$ cat src/rtl/ucsbece152a_counter_ctrl_pkg.sv
// rtl/ucsbece152a_counter_ctrl_pkg.sv - shared state type and direction encoding for the button controller
package ucsbece152a_counter_ctrl_pkg;

  typedef enum logic [1:0] {
    IDLE      = 2'd0,
    HELD_UP   = 2'd1,
    HELD_DOWN = 2'd2,
    LOCK      = 2'd3
  } ctrl_state_t;

  // Matches the counter's direction input: 0 increments, 1 decrements.
  localparam logic DIR_UP   = 1'b0;
  localparam logic DIR_DOWN = 1'b1;

endpackage

$ cat src/rtl/ucsbece152a_debounce.sv
// rtl/ucsbece152a_debounce.sv - 2-flop synchronizer and stable-count debouncer for one raw button
module ucsbece152a_debounce
  import ucsbece152a_counter_ctrl_pkg::*;
#(
  parameter int unsigned DEBOUNCE_CYCLES = 8
) (
  input  logic clk,
  input  logic rst,
  input  logic raw_i,
  output logic level_o,
  output logic rise_o
);

  localparam logic [15:0] CNT_MAX = 16'(DEBOUNCE_CYCLES);

  logic [1:0]  sync_q, sync_d;
  logic        level_q, level_d;
  logic        rise_q, rise_d;
  logic [15:0] cnt_q, cnt_d;

  always_ff @(posedge clk or posedge rst) begin
    if (rst) begin
      sync_q  <= '0;
      level_q <= 1'b0;
      rise_q  <= 1'b0;
      cnt_q   <= '0;
    end else begin
      sync_q  <= sync_d;
      level_q <= level_d;
      rise_q  <= rise_d;
      cnt_q   <= cnt_d;
    end
  end

  // The level flips on the edge after the count has reached its limit.
  always_comb begin
    sync_d  = {sync_q[0], raw_i};
    level_d = level_q;
    rise_d  = 1'b0;
    cnt_d   = '0;
    if (sync_q[1] != level_q) begin
      if (cnt_q == CNT_MAX) begin
        level_d = sync_q[1];
        rise_d  = sync_q[1];
      end else begin
        cnt_d = cnt_q + 16'd1;
      end
    end
  end

  assign level_o = level_q;
  assign rise_o  = rise_q;

endmodule

$ cat src/rtl/ucsbece152a_counter_ctrl.sv
// rtl/ucsbece152a_counter_ctrl.sv - turns two bouncy buttons into counter enable/direction; COUNTER_CTRL_AUTOREPEAT_EN adds hold-to-repeat
module ucsbece152a_counter_ctrl
  import ucsbece152a_counter_ctrl_pkg::*;
#(
  parameter int unsigned DEBOUNCE_CYCLES = 8,
  parameter int unsigned REPEAT_DELAY    = 16,
  parameter int unsigned REPEAT_PERIOD   = 4
) (
  input  logic clk,
  input  logic rst,
  input  logic btn_up_i,
  input  logic btn_down_i,
  output logic enable_o,
  output logic dir_o,
  output logic locked_o
);

  // Repeat spacing below 2 would make enable_o high on consecutive cycles.
  if (DEBOUNCE_CYCLES < 1 || DEBOUNCE_CYCLES > 65535 ||
      REPEAT_DELAY < 2 || REPEAT_PERIOD < 2) begin : g_param_check
    $error("ucsbece152a_counter_ctrl: illegal parameter value");
  end

  logic db_up, db_down, rise_up, rise_down;

  ucsbece152a_debounce #(.DEBOUNCE_CYCLES(DEBOUNCE_CYCLES)) u_db_up (
    .clk     (clk),
    .rst     (rst),
    .raw_i   (btn_up_i),
    .level_o (db_up),
    .rise_o  (rise_up)
  );

  ucsbece152a_debounce #(.DEBOUNCE_CYCLES(DEBOUNCE_CYCLES)) u_db_down (
    .clk     (clk),
    .rst     (rst),
    .raw_i   (btn_down_i),
    .level_o (db_down),
    .rise_o  (rise_down)
  );

  ctrl_state_t state_q, state_d;
  logic        enable_q, enable_d;
  logic        dir_q, dir_d;
  logic        rpt_fire;

`ifdef COUNTER_CTRL_AUTOREPEAT_EN
  localparam int unsigned RPT_MAX = (REPEAT_DELAY > REPEAT_PERIOD) ? REPEAT_DELAY : REPEAT_PERIOD;
  localparam int unsigned RPT_W   = $clog2(RPT_MAX + 1);
  localparam logic [RPT_W-1:0] DELAY_LAST  = RPT_W'(REPEAT_DELAY - 1);
  localparam logic [RPT_W-1:0] PERIOD_LAST = RPT_W'(REPEAT_PERIOD - 1);

  logic [RPT_W-1:0] rpt_q, rpt_d;
  logic             rpt_armed_q, rpt_armed_d;
  logic             held_stay;

  always_ff @(posedge clk or posedge rst) begin
    if (rst) begin
      rpt_q       <= '0;
      rpt_armed_q <= 1'b0;
    end else begin
      rpt_q       <= rpt_d;
      rpt_armed_q <= rpt_armed_d;
    end
  end

  // rpt_armed_q marks that the long first delay is over; later gaps use the period.
  assign rpt_fire  = rpt_armed_q ? (rpt_q == PERIOD_LAST) : (rpt_q == DELAY_LAST);
  assign held_stay = ((state_q == HELD_UP) || (state_q == HELD_DOWN)) && (state_d == state_q);

  always_comb begin
    rpt_d       = '0;
    rpt_armed_d = 1'b0;
    if (held_stay) begin
      if (rpt_fire) begin
        rpt_armed_d = 1'b1;
      end else begin
        rpt_d       = rpt_q + 1'b1;
        rpt_armed_d = rpt_armed_q;
      end
    end
  end
`else
  assign rpt_fire = 1'b0;
`endif

  always_ff @(posedge clk or posedge rst) begin
    if (rst) begin
      state_q  <= IDLE;
      enable_q <= 1'b0;
      dir_q    <= DIR_UP;
    end else begin
      state_q  <= state_d;
      enable_q <= enable_d;
      dir_q    <= dir_d;
    end
  end

  always_comb begin
    state_d  = state_q;
    enable_d = 1'b0;
    dir_d    = dir_q;
    unique case (state_q)
      IDLE: begin
        if (rise_up && rise_down) begin
          state_d = LOCK;
        end else if (rise_up && !db_down) begin
          state_d  = HELD_UP;
          enable_d = 1'b1;
          dir_d    = DIR_UP;
        end else if (rise_down && !db_up) begin
          state_d  = HELD_DOWN;
          enable_d = 1'b1;
          dir_d    = DIR_DOWN;
        end
      end
      HELD_UP: begin
        if (db_down) begin
          state_d = LOCK;
        end else if (!db_up) begin
          state_d = IDLE;
        end else if (rpt_fire) begin
          enable_d = 1'b1;
        end
      end
      HELD_DOWN: begin
        if (db_up) begin
          state_d = LOCK;
        end else if (!db_down) begin
          state_d = IDLE;
        end else if (rpt_fire) begin
          enable_d = 1'b1;
        end
      end
      LOCK: begin
        // A button still held after the other lets go must be re-pressed from IDLE.
        if (!db_up && !db_down) begin
          state_d = IDLE;
        end
      end
      default: state_d = IDLE;
    endcase
  end

  assign enable_o = enable_q;
  assign dir_o    = dir_q;
  assign locked_o = (state_q == LOCK);

endmodule

$ cat config.mk
export PLATFORM = sky130hd
export DESIGN_NAME = ucsbece152a_counter_ctrl
export DESIGN_NICKNAME = d
export VERILOG_FILES = /design/src/rtl/ucsbece152a_counter_ctrl_pkg.sv /design/src/rtl/ucsbece152a_debounce.sv /design/src/rtl/ucsbece152a_counter_ctrl.sv
export SDC_FILE = /design/constraint.sdc
export NUM_CORES = 1
export LEC_CHECK = 0
export ABC_CLOCK_PERIOD_IN_PS = 2200
export CORE_MARGIN = 2
export CORE_UTILIZATION = 50
export DETAILED_ROUTE_END_ITERATION = 10
export PLACE_DENSITY = 0.67
export SETUP_SLACK_MARGIN = 0.1
export SLEW_MARGIN = 5
export SYNTH_ARGS = -nofsm -noshare
export SYNTH_HDL_FRONTEND = slang
export SYNTH_SLANG_ARGS = --single-unit
$ cat constraint.sdc
create_clock -name clk -period 2.2 [get_ports clk]
set_input_delay 0.33 -clock clk [delete_from_list [all_inputs] [get_ports clk]]
set_output_delay 0.33 -clock clk [all_outputs]
set_load 0.01 [all_outputs]
==> results of run 1 <==
-- worst max path at each step --
stage,slack (ps),to,from,cells past startpoint
4_1_cts,370,u_db_down.cnt_q[3]$_DFF_PP0_,u_db_down.cnt_q[12]$_DFF_PP0_,4
2_1_floorplan,780,u_db_down.cnt_q[10]$_DFF_PP0_,u_db_down.cnt_q[0]$_DFF_PP0_,7
6_report,370,u_db_down.cnt_q[3]$_DFF_PP0_,u_db_down.cnt_q[12]$_DFF_PP0_,4
5_1_grt,190,u_db_down.cnt_q[3]$_DFF_PP0_,u_db_down.cnt_q[12]$_DFF_PP0_,4
3_5_place_dp,390,u_db_down.cnt_q[3]$_DFF_PP0_,u_db_down.cnt_q[12]$_DFF_PP0_,4
3_3_place_gp,490,u_db_down.cnt_q[6]$_DFF_PP0_,u_db_down.cnt_q[6]$_DFF_PP0_,4
-- sequential cells by signal, summed over array words and instances (netlist names) --
name               cells
u_db_down.level_o      1
u_db_up.level_o        1
enable_o               1
state_q                2
u_db_up.cnt_q         16
u_db_down.cnt_q       16
u_db_down.rise_o       1
u_db_down.sync_q       2
dir_o                  1
u_db_up.rise_o         1
u_db_up.sync_q         2
-- final cells by class --
type                    instances  area, µm²
fillers                       349       1750
flip-flops and latches         44       1100
multi-input cells             140        898
clock buffers                   6       72.6
repair buffers                  7       67.6
well taps                      50       62.6
inverters                      12       45.0
clock inverters                 1       5.00
-- per-stage QoR --
step	cells	cell area (µm²)
3_3_place_gp	253	2170
2_1_floorplan	199	2070
3_5_place_dp	253	2170
5_1_grt	260	2250
4_1_cts	260	2250
6_report	260	2250
-- layer usage --
| layer | share of wire (%) | vias to the layer above | GRT usage [%] |
|---|---|---|---|
| met5 | 0 | - | 0 |
| met4 | 0.38 | 0 | 6.00 |
| met2 | 48 | 23 | 29.5 |
| met3 | 2.4 | 2 | 3.45 |
| li1 | - | 700 | - |
| met1 | 49 | 697 | 26.0 |
-- worst max-delay path, stage by stage, from the launching register on --
cell and delay [ps]:
dfrtp_1 420, nor4_1 410, nand4_1 240, nand2_1 520, nor2_1 110
-- logic make-up (layout without fill, tap and decap cells) --
group,count (synthesis),after routing,share of synthesized area (%)
and+or+nand+nor,96,96,24.3
DFF,44,44,53.2
xor gates and xnor gates,30,30,12.7
buffers and inverters,15,26,3.44
AOI/OAI and AO/OA,7,7,2.36
adders and majority gates,4,4,2.42
muxes,3,3,1.63
-- placed cells by master (no fill, tap or decap), types with 2 or more instances in the layout --
cell / n
xnor2_1: 25
a21oi_1: 2
and3b_1: 2
nor2_1: 32
and3_1: 2
inv_1: 12
xor2_1: 5
ha_1: 4
dfrtp_1: 44
nor4_1: 15
nor2_2: 4
nand4_1: 7
clkbuf_8: 5
a211oi_1: 4
nand3_1: 10
nand2_1: 8
mux2_2: 3
nor3b_1: 2
nor3_1: 9
clkdlybuf4s50_1: 6
-- power breakdown --
part | switching, µW | internal (µW)
clock network | 252 | 216
logic | 134 | 95.2
registers | 95.5 | 879
==> results.yml, run 1 <==
placed_design:
  portBuffers: 6
  pre_cts_slack_ps: 393
  gp_congestion: 0.779
  hpwlAfterDp_um: 2530
clock_tree:
  htreeDepth: 2
  clockRootBuffer: "clkbuf_8"
  cts.sinks: 44
  clkTransAtPathRegs_ps: 80
  cts_hold_buf: 0
  clock_latency_ps: 290
  cts_made_buffers: 5
  cts_resized: 0
  postCtsSetupBuffers: 0
  cts_tree: "done"
  clock_path_buffers: 2
critical_path:
  arrival_ps: 1980
  path_max_fanout: 15
  rr_startpoint: "u_db_down.cnt_q[12]$_DFF_PP0_"
  r2r_end: "u_db_down.cnt_q[3]$_DFF_PP0_"
  cp-start-kind: "flop"
  worstPathRequired_ps: 2350
  rr_worst_depth: 4
  crit_type: "reg -> reg"
  end_kind: "flop"
  rrSetupSlack_ps: 370
floorplan:
  start_util_pct: 51.8
  row_count: 23
  io_pins: 7
  die-area_mm2: 0.00467
  core-area_mm2: 0.00400
  dieHeight_um: 68.4
  die_x_um: 68.4
timing:
  hold_violations: 0
  maxSlewHeadroom_pct: 60.1
  worst-slew-pin-transition_ps: 596
  fin_ws_ps: 373
  clock.fmax_mhz: 547
  setup_tns_ps: 0
  finalSetupViolCount: 0
  rsz0062_at_grt: "no"
  fin_skew_ps: 4.46
  whs_ps: 352
  drv_slew: 0
  period_needed_ps: 1830
  fin_crit_sh_pct: 83.1
finish:
  drive_gt1_share_pct: 7.62
  final_core_util_pct: 56.3
  area_growth_pct: 8.76
  antennaDiodeCount: 0
  nets: 218
synth:
  ys_warn_count: 0
  async_flop_share_pct: 100
  syn_nets: 207
  synthTopCellsByCount: "44 x dfrtp_1, 32 x nor2_1, 25 x xnor2_1"
  ys_ff_latch: 44
  synth_edf_count: 0
  netlist_area_mm2: 0.00207
  syn_avg_cell_area_um2: 10.4
  yosysTopAreaCellShare_pct: 53.2
  yosys.area.top_type: "dfrtp_1"
  syn_inst: 199
  synth_most_common_cell: "dfrtp_1"
  synthFlopType: "dfrtp_1"
  seq_area_frac_synth_pct: 53.2
  yosys.cell_types.count: 26
  ys_top_cells_by_area: "dfrtp_1 53%, xnor2_1 11%, nor2_1 5.8%"
hold_path:
  hold_class: "reg -> reg"
  min_to: "u_db_down.sync_q[1]$_DFF_PP0_"
  hold_depth: 0
  hp-start: "u_db_down.sync_q[0]$_DFF_PP0_"
pwr:
  leakage_uw: 0.000929
  power_density_mw_per_mm2: 743
  vdd_drop_max_v: 0.000482
  total_power_uw: 1670
detailed_routing:
  viasPerCell: 5.47
  first_pass_iters: 4
  wirelength_um: 3670
  wl_per_cell_um: 14.1
  route.detailed.drc: 0
  dr.first_iter.drc_count: 51
  antenna_left: 0
  vias: 1422
global_route:
  grt_pass1_wl_um: 6440
  grt_max_degree: 45
  grt_remaining_overflow: 0
  antenna_found_initial: 0
  gr-usage-all-layers_pct: 18.7
  grt_pass1_vias: 1428
run_status:
  status: "complete, no violations"
flow_run:
  cap_violations: 0
No activity file was read; power rests on OpenSTA's default activity.
==> run 2: changes to the inputs <==
--- a/config.mk
+++ b/config.mk
@@ -5,7 +5,7 @@
 export SDC_FILE = /design/constraint.sdc
 export NUM_CORES = 1
 export LEC_CHECK = 0
-export ABC_CLOCK_PERIOD_IN_PS = 2200
+export ABC_CLOCK_PERIOD_IN_PS = 1800
 export CORE_MARGIN = 2
 export CORE_UTILIZATION = 50
 export DETAILED_ROUTE_END_ITERATION = 10
==> constraint.sdc (replaced) <==
create_clock -name clk -period 1.8 [get_ports clk]
set_input_delay 0.27 -clock clk [delete_from_list [all_inputs] [get_ports clk]]
set_output_delay 0.27 -clock clk [all_outputs]
set_load 0.01 [all_outputs]
==> run 2 against run 1 <==
  * Die area is the same
  * Non-clock buffer count grew 4
  * First-iteration DRC count grew 61%
  * Power grew 29%
  * Register-to-register slack lost 160 ps
  * Cell count grew 1.5%
  * Sequential cell count is the same
  * Worst setup slack lost 210 ps
  * Sequential power grew 22%
  * Critical path type is now reg -> out
  * Largest power group unchanged
  * Highest routed layer unchanged
==> results.yml, run 2 (synthesis gave the netlist of run 1 again) <==
run_status:
  status: "complete, no violations"
finish:
  multi_input_comb_area_um2: 910
  postLayoutCellArea_mm2: 0.00233
  drive_gt1_share_pct: 11.7
  largest_registers: "u_db_down.cnt_q (16), u_db_up.cnt_q (16)"
  layout_commonest_cell: "dfrtp_1"
  register_area_mm2: 0.00110
  nets: 222
  antennaDiodeCount: 0
  final_cell_mix: "42 x dfrtp_1, 32 x nor2_1, 25 x xnor2_1"
  area_growth_pct: 12.4
  fillers: 351
critical_path:
  crit_family: "buffers and inverters"
  path_max_fanout: 6
  rr_worst_depth: 5
  crit_type: "reg -> out"
  end_kind: "primary output"
  rr_startpoint: "u_db_down.cnt_q[1]$_DFF_PP0_"
  crit_path_top_delay_cell: "clkdlybuf4s50_1"
  cp-start-kind: "flop"
  slowest_delay_ps: 470
  arrival_ps: 1370
  rrSetupSlack_ps: 210
  crit_buf_inv: 1
  r2r_end: "u_db_down.cnt_q[14]$_DFF_PP0_"
  worstPathRequired_ps: 1530
  path_cells: "and2_1 > clkdlybuf4s50_1"
pwr:
  clockPowerShare_pct: 30.3
  vdd_drop_max_v: 0.000593
  combPwrFrac_pct: 14.4
  leakage_uw: 0.000959
  p_switching_uw: 591
  power_density_mw_per_mm2: 924
  switching_share_pct: 27.5
  p_seq_share_pct: 55.3
  p_int_uw: 1560
global_route:
  grt_remaining_overflow: 0
  antenna_found_initial: 0
  gr-usage-all-layers_pct: 18.5
  grt_pass1_vias: 1452
  grt_max_degree: 45
  grt_pass1_wl_um: 6370
timing:
  hold_violations: 0
  finalSetupViolCount: 0
  clock.fmax_mhz: 610
  maxSlewHeadroom_pct: 75.8
  period_needed_ps: 1640
  rsz0062_at_grt: "yes"
  worst-slew-pin-transition_ps: 359
  fin_skew_ps: 10.2
  drv_slew: 0
  setup_tns_ps: 0
  fin_crit_sh_pct: 91.0
placed_design:
  hpwlAfterDp_um: 2370
  placed_area_mm2: 0.00222
  portBuffers: 6
  gp_congestion: 0.793
detailed_routing:
  vias: 1413
  dr.first_iter.drc_count: 82
  wirelength_um: 3450
  first_pass_iters: 4
  route.detailed.drc: 0
  antenna_left: 0
  viasPerCell: 5.35
  wl_per_cell_um: 13.1
floorplan:
  die-area_mm2: 0.00467
  dieHeight_um: 68.4
  die_x_um: 68.4
  core-area_mm2: 0.00400
  io_pins: 7
  start_util_pct: 51.8
  row_count: 23
clock_tree:
  cts.sinks: 44
  clock_latency_ps: 300
  clock_path_buffers: 2
  postCtsSetupBuffers: 0
  cts_made_buffers: 5
  cts_tree: "done"
  htreeDepth: 2
  clkTransAtPathRegs_ps: 80
  clockRootBuffer: "clkbuf_8"
hold_path:
  hold_class: "in -> async"
flow_run:
  cap_violations: 0
[run 2: changes by cell type in the layout (fill, tap and decap cells not counted), sizes merged]
cell	before	now
buf	1	5
clkbuf	6	7
clkinv	1	0
[run 2: metrics by stage]
stage / total power, µW / setup WS (ps) / utilization (%) / hold WS, ps / std cells
2_1_floorplan: 1400 / 376 / - / 301 / 199
3_3_place_gp: 1500 / 304 / 55.4 / 335 / 257
3_5_place_dp: 1520 / 230 / 55.4 / 340 / 257
4_1_cts: 2180 / 116 / 57.8 / 336 / 264
5_1_grt: 2290 / 93.0 / 58.2 / 360 / 264
6_report: 2150 / 161 / 58.2 / 331 / 264
[run 2: power groups by stage]
stage               clock (µW)  combinational (µW)  sequential [µW]
finish                     651                 311             1190
floorplan                    0                 216             1190
CTS                        677                 315             1180
global placement             0                 303             1200
detailed placement           0                 313             1200
global route               716                 368             1210
[run 2: worst max-delay path by stage]
stage,start,endpoint,slack [ps],cells after the start
5_1_grt,u_db_down.cnt_q[1]$_DFF_PP0_,u_db_down.cnt_q[14]$_DFF_PP0_,90,5
4_1_cts,state_q[0]$_DFFE_PP0P_,locked_o,120,2
3_3_place_gp,u_db_down.cnt_q[0]$_DFF_PP0_,u_db_down.cnt_q[14]$_DFF_PP0_,300,5
3_5_place_dp,u_db_down.cnt_q[0]$_DFF_PP0_,u_db_down.cnt_q[14]$_DFF_PP0_,230,5
6_report,state_q[1]$_DFFE_PP0P_,locked_o,160,2
2_1_floorplan,u_db_down.cnt_q[0]$_DFF_PP0_,u_db_down.cnt_q[10]$_DFF_PP0_,380,7
[run 2: layer usage]
metal | wire length [µm] | vias up | global-route usage [%]
met5 | 0 | - | 0
met1 | 1690 | 680 | 25.5
met2 | 1630 | 17 | 28.0
li1 | - | 711 | -
met3 | 81 | 5 | 4.28
met4 | 51 | 0 | 8.25
[run 2: repair_timing]
action,in CTS,in global routing
hold buffers,0,0
gates resized for setup,0,4
endpoints found under the setup margin,0,13
[run 2: final cells by class]
type | count | area share (%)
Clock buffer | 7 | 4.14
Inverter | 12 | 1.94
Multi-Input combinational cell | 140 | 39.1
Sequential cell | 44 | 47.4
Tap cell | 50 | 2.69
Timing Repair Buffer | 11 | 4.73
[run 2: worst min-delay path, stage by stage]
cell and delay, ps:
clkdlybuf4s50_1 390, inv_1 90, buf_12 250
